## config.mk

```make
export PLATFORM = sky130hd
export DESIGN_NAME = utopia_tx_scheduler_flat
export DESIGN_NICKNAME = d
export VERILOG_FILES = /design/src/rtl/utopia_tx_scheduler_pkg.sv /design/src/rtl/utopia_tx_scheduler_if.sv /design/src/rtl/rr_arbiter.sv /design/src/rtl/utopia_tx_scheduler.sv /design/src/flat_wrapper.sv
export SDC_FILE = /design/constraint.sdc
export NUM_CORES = 1
export LEC_CHECK = 0
export ABC_CLOCK_PERIOD_IN_PS = 4150
export BUFFER_PORTS_ARGS = -buffer_cell sky130_fd_sc_hd__buf_4
export CAP_MARGIN = 25
export CORE_MARGIN = 2
export CORE_UTILIZATION = 45
export CTS_CLUSTER_SIZE = 8
export DETAILED_ROUTE_END_ITERATION = 6
export PLACE_DENSITY = 0.72
export SYNTH_ARGS = -nofsm -noshare
export SYNTH_HDL_FRONTEND = slang
export SYNTH_SLANG_ARGS = --single-unit
```

## constraint.sdc

```tcl
create_clock -name clk_in -period 4.15 [get_ports clk_in]
set_input_delay 0.6225 -clock clk_in [delete_from_list [all_inputs] [get_ports clk_in]]
set_output_delay 0.6225 -clock clk_in [all_outputs]
set_load 0.01 [all_outputs]
```

## src/rtl/utopia_tx_scheduler_pkg.sv

```systemverilog
// Shared types and constants for the Utopia transmit cell scheduler.
// Holds the FSM state encoding, the default cell length and the byte counter width.
// No logic here; imported by the interface and the scheduler top.
package utopia_tx_scheduler_pkg;

  // IDLE: waiting for an eligible port; XFER: cell bytes on the bus; GAP: one dead cycle
  typedef enum logic [1:0] {
    ST_IDLE = 2'd0,
    ST_XFER = 2'd1,
    ST_GAP  = 2'd2
  } state_t;

  // Bytes per ATM cell on an 8-bit Utopia bus
  localparam int CELL_BYTES = 53;

  // Width of the byte-within-cell counter (covers 0..63)
  localparam int BYTE_IDX_W = 6;

endpackage

```

## src/rtl/utopia_tx_scheduler_if.sv

```systemverilog
// Bundle of request/cell-available inputs and cell-framing outputs of the scheduler.
// master = scheduler side (drives grant and framing), slave = PHY/requester side.
// Purely structural; no timing of its own.
interface utopia_tx_scheduler_if
  import utopia_tx_scheduler_pkg::*;
#(
  parameter int NUM_PORTS = 4
) ();

  localparam int SEL_W = $clog2(NUM_PORTS);

  logic [NUM_PORTS-1:0]  req;
  logic [NUM_PORTS-1:0]  clav;
  logic [NUM_PORTS-1:0]  grant;
  logic [SEL_W-1:0]      sel;
  logic [BYTE_IDX_W-1:0] byte_idx;
  logic                  soc;
  logic                  en;
  logic                  busy;
  logic                  cell_done;

  modport master (
    input  req, clav,
    output grant, sel, byte_idx, soc, en, busy, cell_done
  );

  modport slave (
    output req, clav,
    input  grant, sel, byte_idx, soc, en, busy, cell_done
  );

endinterface

```

## src/rtl/rr_arbiter.sv

```systemverilog
// Round-robin picker: first eligible port scanning upward from rr_ptr, wrapping to 0.
// Purely combinational, zero latency.
// No backpressure; valid is low when nothing is eligible.
module rr_arbiter #(
  parameter int N     = 4,
  parameter int PTR_W = 2
) (
  input  logic [N-1:0]     eligible,
  input  logic [PTR_W-1:0] rr_ptr,
  output logic [N-1:0]     winner,
  output logic             valid
);

  // Walk the ports in priority order starting at rr_ptr; the first hit wins
  always_comb begin
    winner = '0;
    valid  = 1'b0;
    for (int i = 0; i < N; i++) begin
      if (!valid && eligible[PTR_W'((int'(rr_ptr) + i) % N)]) begin
        winner[PTR_W'((int'(rr_ptr) + i) % N)] = 1'b1;
        valid = 1'b1;
      end
    end
  end

endmodule

```

## src/rtl/utopia_tx_scheduler.sv

```systemverilog
// Utopia TX scheduler: round-robin picks a port with req&clav and frames one cell of CELL_BYTES bytes.
// Latency: eligibility sampled at edge t, byte 0 (soc) visible after edge t+1; one GAP cycle after each cell.
// A started cell always runs to completion; only reset aborts it. New cells start only while enable is high.
module utopia_tx_scheduler #(
  parameter int NUM_PORTS  = 4,
  parameter int CELL_BYTES = utopia_tx_scheduler_pkg::CELL_BYTES
) (
  input  logic                         clk_in,
  input  logic                         reset,
  input  logic                         enable,
  utopia_tx_scheduler_if.master        bus
);

  import utopia_tx_scheduler_pkg::*;

  localparam int SEL_W = $clog2(NUM_PORTS);
  localparam logic [BYTE_IDX_W-1:0] LAST_IDX  = BYTE_IDX_W'(CELL_BYTES - 1);
  localparam logic [BYTE_IDX_W-1:0] ONE_B     = BYTE_IDX_W'(1);
  localparam logic [SEL_W-1:0]      LAST_PORT = SEL_W'(NUM_PORTS - 1);
  localparam logic [SEL_W-1:0]      ONE_P     = SEL_W'(1);

  state_t                state_q, state_d;
  logic [NUM_PORTS-1:0]  elig_q, elig_d;
  logic [NUM_PORTS-1:0]  grant_q, grant_d;
  logic [SEL_W-1:0]      sel_q, sel_d;
  logic [SEL_W-1:0]      rr_ptr_q, rr_ptr_d;
  logic [BYTE_IDX_W-1:0] byte_idx_q, byte_idx_d;
  logic                  soc_q, soc_d;
  logic                  en_q, en_d;
  logic                  busy_q, busy_d;
  logic                  done_q, done_d;

  logic [NUM_PORTS-1:0]  win;
  logic                  win_vld;
  logic [SEL_W-1:0]      win_idx;

  // Sample the eligible set each cycle; enable gates it so a disabled scheduler sees nobody
  always_comb begin
    elig_d = enable ? (bus.req & bus.clav) : '0;
  end

  rr_arbiter #(
    .N     (NUM_PORTS),
    .PTR_W (SEL_W)
  ) u_rr_arbiter (
    .eligible (elig_q),
    .rr_ptr   (rr_ptr_q),
    .winner   (win),
    .valid    (win_vld)
  );

  // Encode the one-hot winner into the datapath mux select
  always_comb begin
    win_idx = '0;
    for (int i = 0; i < NUM_PORTS; i++) begin
      if (win[i]) win_idx = SEL_W'(i);
    end
  end

  // Next state and next registered outputs; idle values are the defaults
  always_comb begin
    state_d    = state_q;
    rr_ptr_d   = rr_ptr_q;
    grant_d    = '0;
    sel_d      = '0;
    byte_idx_d = '0;
    soc_d      = 1'b0;
    en_d       = 1'b1;
    busy_d     = 1'b0;
    done_d     = 1'b0;
    unique case (state_q)
      ST_IDLE: begin
        if (win_vld) begin
          state_d  = ST_XFER;
          grant_d  = win;
          sel_d    = win_idx;
          soc_d    = 1'b1;
          en_d     = 1'b0;
          busy_d   = 1'b1;
          done_d   = (LAST_IDX == '0);
          // The port just served drops to lowest priority next round
          rr_ptr_d = (win_idx == LAST_PORT) ? '0 : win_idx + ONE_P;
        end
      end
      ST_XFER: begin
        if (byte_idx_q == LAST_IDX) begin
          state_d = ST_GAP;
          busy_d  = 1'b1;
        end else begin
          grant_d    = grant_q;
          sel_d      = sel_q;
          byte_idx_d = byte_idx_q + ONE_B;
          en_d       = 1'b0;
          busy_d     = 1'b1;
          done_d     = ((byte_idx_q + ONE_B) == LAST_IDX);
        end
      end
      ST_GAP: begin
        state_d = ST_IDLE;
      end
      default: begin
        state_d = ST_IDLE;
      end
    endcase
  end

  // State and output registers; reset aborts any cell in flight
  always_ff @(posedge clk_in) begin
    if (!reset) begin
      state_q    <= ST_IDLE;
      elig_q     <= '0;
      rr_ptr_q   <= '0;
      grant_q    <= '0;
      sel_q      <= '0;
      byte_idx_q <= '0;
      soc_q      <= 1'b0;
      en_q       <= 1'b1;
      busy_q     <= 1'b0;
      done_q     <= 1'b0;
    end else begin
      state_q    <= state_d;
      elig_q     <= elig_d;
      rr_ptr_q   <= rr_ptr_d;
      grant_q    <= grant_d;
      sel_q      <= sel_d;
      byte_idx_q <= byte_idx_d;
      soc_q      <= soc_d;
      en_q       <= en_d;
      busy_q     <= busy_d;
      done_q     <= done_d;
    end
  end

  assign bus.grant     = grant_q;
  assign bus.sel       = sel_q;
  assign bus.byte_idx  = byte_idx_q;
  assign bus.soc       = soc_q;
  assign bus.en        = en_q;
  assign bus.busy      = busy_q;
  assign bus.cell_done = done_q;

endmodule

```

## src/flat_wrapper.sv

```systemverilog
// flat-port wrapper written by rule: the top's interface ports become plain ports
module utopia_tx_scheduler_flat import utopia_tx_scheduler_pkg::*;
#(
  parameter int NUM_PORTS  = 4,
  parameter int CELL_BYTES = utopia_tx_scheduler_pkg::CELL_BYTES
)
  (clk_in, reset, enable, bus_req, bus_clav, bus_grant, bus_sel, bus_byte_idx, bus_soc, bus_en, bus_busy, bus_cell_done);
  utopia_tx_scheduler_if #(.NUM_PORTS(NUM_PORTS)) bus_i ();
  input  logic clk_in;
  input  logic reset;
  input  logic enable;
  input wire logic [$bits(bus_i.req)-1:0] bus_req;
  input wire logic [$bits(bus_i.clav)-1:0] bus_clav;
  output wire logic [$bits(bus_i.grant)-1:0] bus_grant;
  output wire logic [$bits(bus_i.sel)-1:0] bus_sel;
  output wire logic [$bits(bus_i.byte_idx)-1:0] bus_byte_idx;
  output wire logic [$bits(bus_i.soc)-1:0] bus_soc;
  output wire logic [$bits(bus_i.en)-1:0] bus_en;
  output wire logic [$bits(bus_i.busy)-1:0] bus_busy;
  output wire logic [$bits(bus_i.cell_done)-1:0] bus_cell_done;
  assign bus_i.req = bus_req;
  assign bus_i.clav = bus_clav;
  assign bus_grant = bus_i.grant;
  assign bus_sel = bus_i.sel;
  assign bus_byte_idx = bus_i.byte_idx;
  assign bus_soc = bus_i.soc;
  assign bus_en = bus_i.en;
  assign bus_busy = bus_i.busy;
  assign bus_cell_done = bus_i.cell_done;
  utopia_tx_scheduler #(.NUM_PORTS(NUM_PORTS), .CELL_BYTES(CELL_BYTES)) u_core (.clk_in(clk_in), .reset(reset), .enable(enable), .bus(bus_i));
endmodule
```

==> summary.md <==
| Metric | Value |
|---|---|
| Status | finished, final reports clean |
| R2r endpoint | u_core.bus.sel[0] |
| Max Used Layer | met4 |
| Share of cells above drive strength 1 | 0.222 |
| Final min period | roughly 3.2 ns |
| Antenna violations before repair | 0 |
| Pleak | approximately 0.66 nW |
| Crit path DAT | about 3.4 ns |
| Total negative setup slack | 0 ns |
| Placer Congestion | about 0.86 |
| Chip Width | ~60 um |
| Logic gate share of total power | 0.198 |
| Hold crit path type | flop to flop |
| Met2 Wirelength | about 1600 um |
| Worst Reg-to-Reg Cells | 8 |
| Post-synth EDFFs | 0 |
| Yosys reg bits | 24 |
| Syn Nets | roughly 170 |
| Post-Place Cells | 205 |
| HPWL after DPL | 2360 um |
| CP Capture Point | u_core.bus.sel[0] |
| Initial DRC count | 33 |
| Clk pwr share | 0.253 |
| Switching share of power | 0.277 |
| Die Ht | 59.9 um |
| Fin. Hold Viols | 0 |
| Peak VDD IR | 0.271 mV |
| Synth area leader | dfxtp_1 |
| Post-CTS sizing | 0 |
| Tot GR Track Use | 0.180 |
| Reg-to-reg startpoint | u_core.rr_ptr_q[0] |
| Largest net degree at the start of global routing | 17 |
| DR vias/cell | 5.70 |
| FILL cells | 280 |
| Setup crit end kind | flop |
| Pwr Density | ~280 nW/um^2 |
| Max-slew violations | 0 |
| Largest cells by area after synthesis | dfxtp_1, ha_1, mux2i_1 |
| Worst-margin pin slew | between 0.6 and 0.7 ns |
| RSZ-0062 raised after global routing | false |
| CTS sink cnt | 24 |
| Post-synthesis sequential area ratio | 0.341 |
| Final setup fails | 0 |
| Post-Syn Instances | approximately 150 |
| Top cell type's share of synthesized area | 0.341 |
| Sequential power share | 0.549 |
| Clock Skew | roughly 0.0026 ns |
| Fraction of registers with async set or reset after synthesis | 0 |
| # diodes | 0 |
| CTS tree | built |
| Die area | 3590 um^2 |
| H-tree levels | 1 |
| Crit path from | u_core.rr_ptr_q[0] |
| Syn_area_per_cell | a little over 9 um^2 |
| Remaining DRCs | 0 |
| Maximum buffer depth of the clock tree | 2 |
| FF-to-FF setup slack | 0.96 ns |
| Cell Area, Synth | roughly 1400 um^2 |
| Final period utilization | 0.770 |
| Via count | roughly 1200 |
| Met3 routed WL | around 68 um |
| Post-synth cell types | 45 |
| Slew Limit Headroom | 0.549 |
| Later-pin clock latency in the skew report | 0.30 ns |
| CTS clk-pin slew, worst paths | between 0.1 and 0.15 ns |
| Hold buffer count at cts | 0 |
| Top FF cell, synth | dfxtp_1 |
| Max_cap viols | 0 |
| NetSw | approximately 0.13 mW |
| CP Class | flop to flop |
| Max Clk Rate | approximately 310 MHz |
| Crit Path Max Fanout | 16 |
| DR WL/cell | between 10 and 15 um |
| Pre-CTS setup slack | about 1.0 ns |
| Final worst-path setup slack | 0.956 ns |
| Final nets | 198 |
| P_int | 0.336 mW |
| Count leader, synth | dfxtp_1 |
| M1 WL | 1270 um |
| Post-synth top cells | dfxtp_1, nand2_1, nor2_1, ha_1 |
| Total CTS buffers | 3 |
| CP required | 4.40 ns |
| First-pass iteration count of the detailed router | 4 |
| Clock Root Buffer | clkbuf_4 |
| Post-route ant nets | 0 |
| Non-Filler Instances | roughly 210 |
| CP startpoint kind | flop |
| Yosys warns | 0 |
| Global-route wire length before repair | between 4000 and 5000 um |
| Post-CTS Setup Bufs | 0 |
| Area Overhead vs Synth | 16.6% |
| Core area | about 3000 um^2 |
| # port buffers | 26 |
| Vias in the first global route | between 1000 and 1500 |
| Total gr overflow | 0 |
| Initial Utilization | 0.469 |
| Ports | 27 |
| DRT Wirelength | ~3000 um |
| Cell Rows | 20 |
## registers in the layout, indices dropped and copies added, names as in the netlist
register	cells
u_core.bus.byte_idx	6
u_core.bus.grant	4
u_core.elig_q	4
u_core.bus.sel	2
u_core.rr_ptr_q	2
u_core.state_q	2
u_core.bus.busy	1
u_core.bus.cell_done	1
u_core.bus.en	1
u_core.bus.soc	1
## worst max-delay path, stage by stage, from the launching register on
cell,delay [ns]
dfxtp_1,0.72
inv_1,0.29
ha_1,0.55
mux2i_1,0.32
mux2i_1,0.20
nor4b_4,0.32
nand2_2,0.12
a2111oi_4,0.38
o221a_1,0.24
## power groups by stage
stage | Sequential (mW) | Clock, mW | Combinational (mW)
floorplan | 0.255 | 0 | 0.0661
global route | 0.257 | 0.133 | 0.101
finish | 0.255 | 0.117 | 0.0921
CTS | 0.255 | 0.120 | 0.0917
global placement | 0.259 | 0 | 0.0885
detailed placement | 0.260 | 0 | 0.0912
## kinds of logic after synthesis
group	count (synthesis)	share of synthesized area
AOI/OAI and AO/OA	31	0.157
adders and majority gates	10	0.0889
buffers and inverters	15	0.0515
xor gates and xnor gates	4	0.0249
muxes	11	0.106
DFF	24	0.341
and+or+nand+nor	57	0.230
## final cells by class
| type | count | area (um^2) | share of cell area |
|---|---|---|---|
| clock buffer | 4 | 36.3 | 0.0221 |
| inverter | 9 | 33.8 | 0.0206 |
| sequential | 24 | 480 | 0.293 |
| timing repair buffer | 26 | 195 | 0.119 |
| multi-input combinational | 113 | 855 | 0.521 |
| tap | 33 | 41.3 | 0.0252 |
## per-layer routing
metal	global-route usage	vias to the layer above
met1	0.217	569
met3	0.0130	2
li1	-	602
met5	0	-
met2	0.340	19
met4	0.0476	0
## stage by stage
| stage | util | power (mW) | hold slack (ns) | instance area [um^2] |
|---|---|---|---|---|
| after CTS | 0.547 | 0.467 | 0.464 | 1640 |
| after detailed placement | 0.535 | 0.351 | 0.447 | 1610 |
| after floorplan | - | 0.321 | 0.468 | 1410 |
| after global routing | 0.547 | 0.491 | 0.499 | 1640 |
| final | 0.547 | 0.464 | 0.461 | 1640 |
| after global placement | 0.535 | 0.348 | 0.447 | 1610 |
## how the worst min path moves through the flow
stage	depth (start not counted)	start	slack [ns]	to
after CTS	2	u_core.bus.grant[3]	0.46	u_core.bus.grant[3]
after floorplan	2	u_core.state_q[0]	0.47	u_core.state_q[1]
final	2	u_core.bus.grant[3]	0.46	u_core.bus.grant[3]
after global placement	2	u_core.bus.grant[2]	0.45	u_core.bus.grant[2]
after detailed placement	2	u_core.bus.grant[3]	0.45	u_core.bus.grant[3]
after global routing	2	u_core.bus.grant[3]	0.50	u_core.bus.grant[3]
## cell usage in the layout, fill, tap and decap left out, types with 3 or more instances in the layout
cell | synthesis | final
and3_1 | 6 | 6
inv_1 | 9 | 9
nor3_1 | 3 | 3
a22oi_1 | 3 | 3
nand2_1 | 12 | 12
buf_4 | 0 | 26
nand2b_1 | 3 | 3
nor2_1 | 11 | 11
ha_1 | 10 | 10
o21ai_0 | 5 | 5
a211oi_1 | 3 | 3
dfxtp_1 | 24 | 24
mux2i_1 | 7 | 7
clkbuf_4 | 0 | 3
and2_1 | 3 | 3
nor4_1 | 3 | 3
nand3b_1 | 3 | 3
mux4_2 | 3 | 3
a21oi_1 | 9 | 9
No activity file was read; power rests on OpenSTA's default activity.
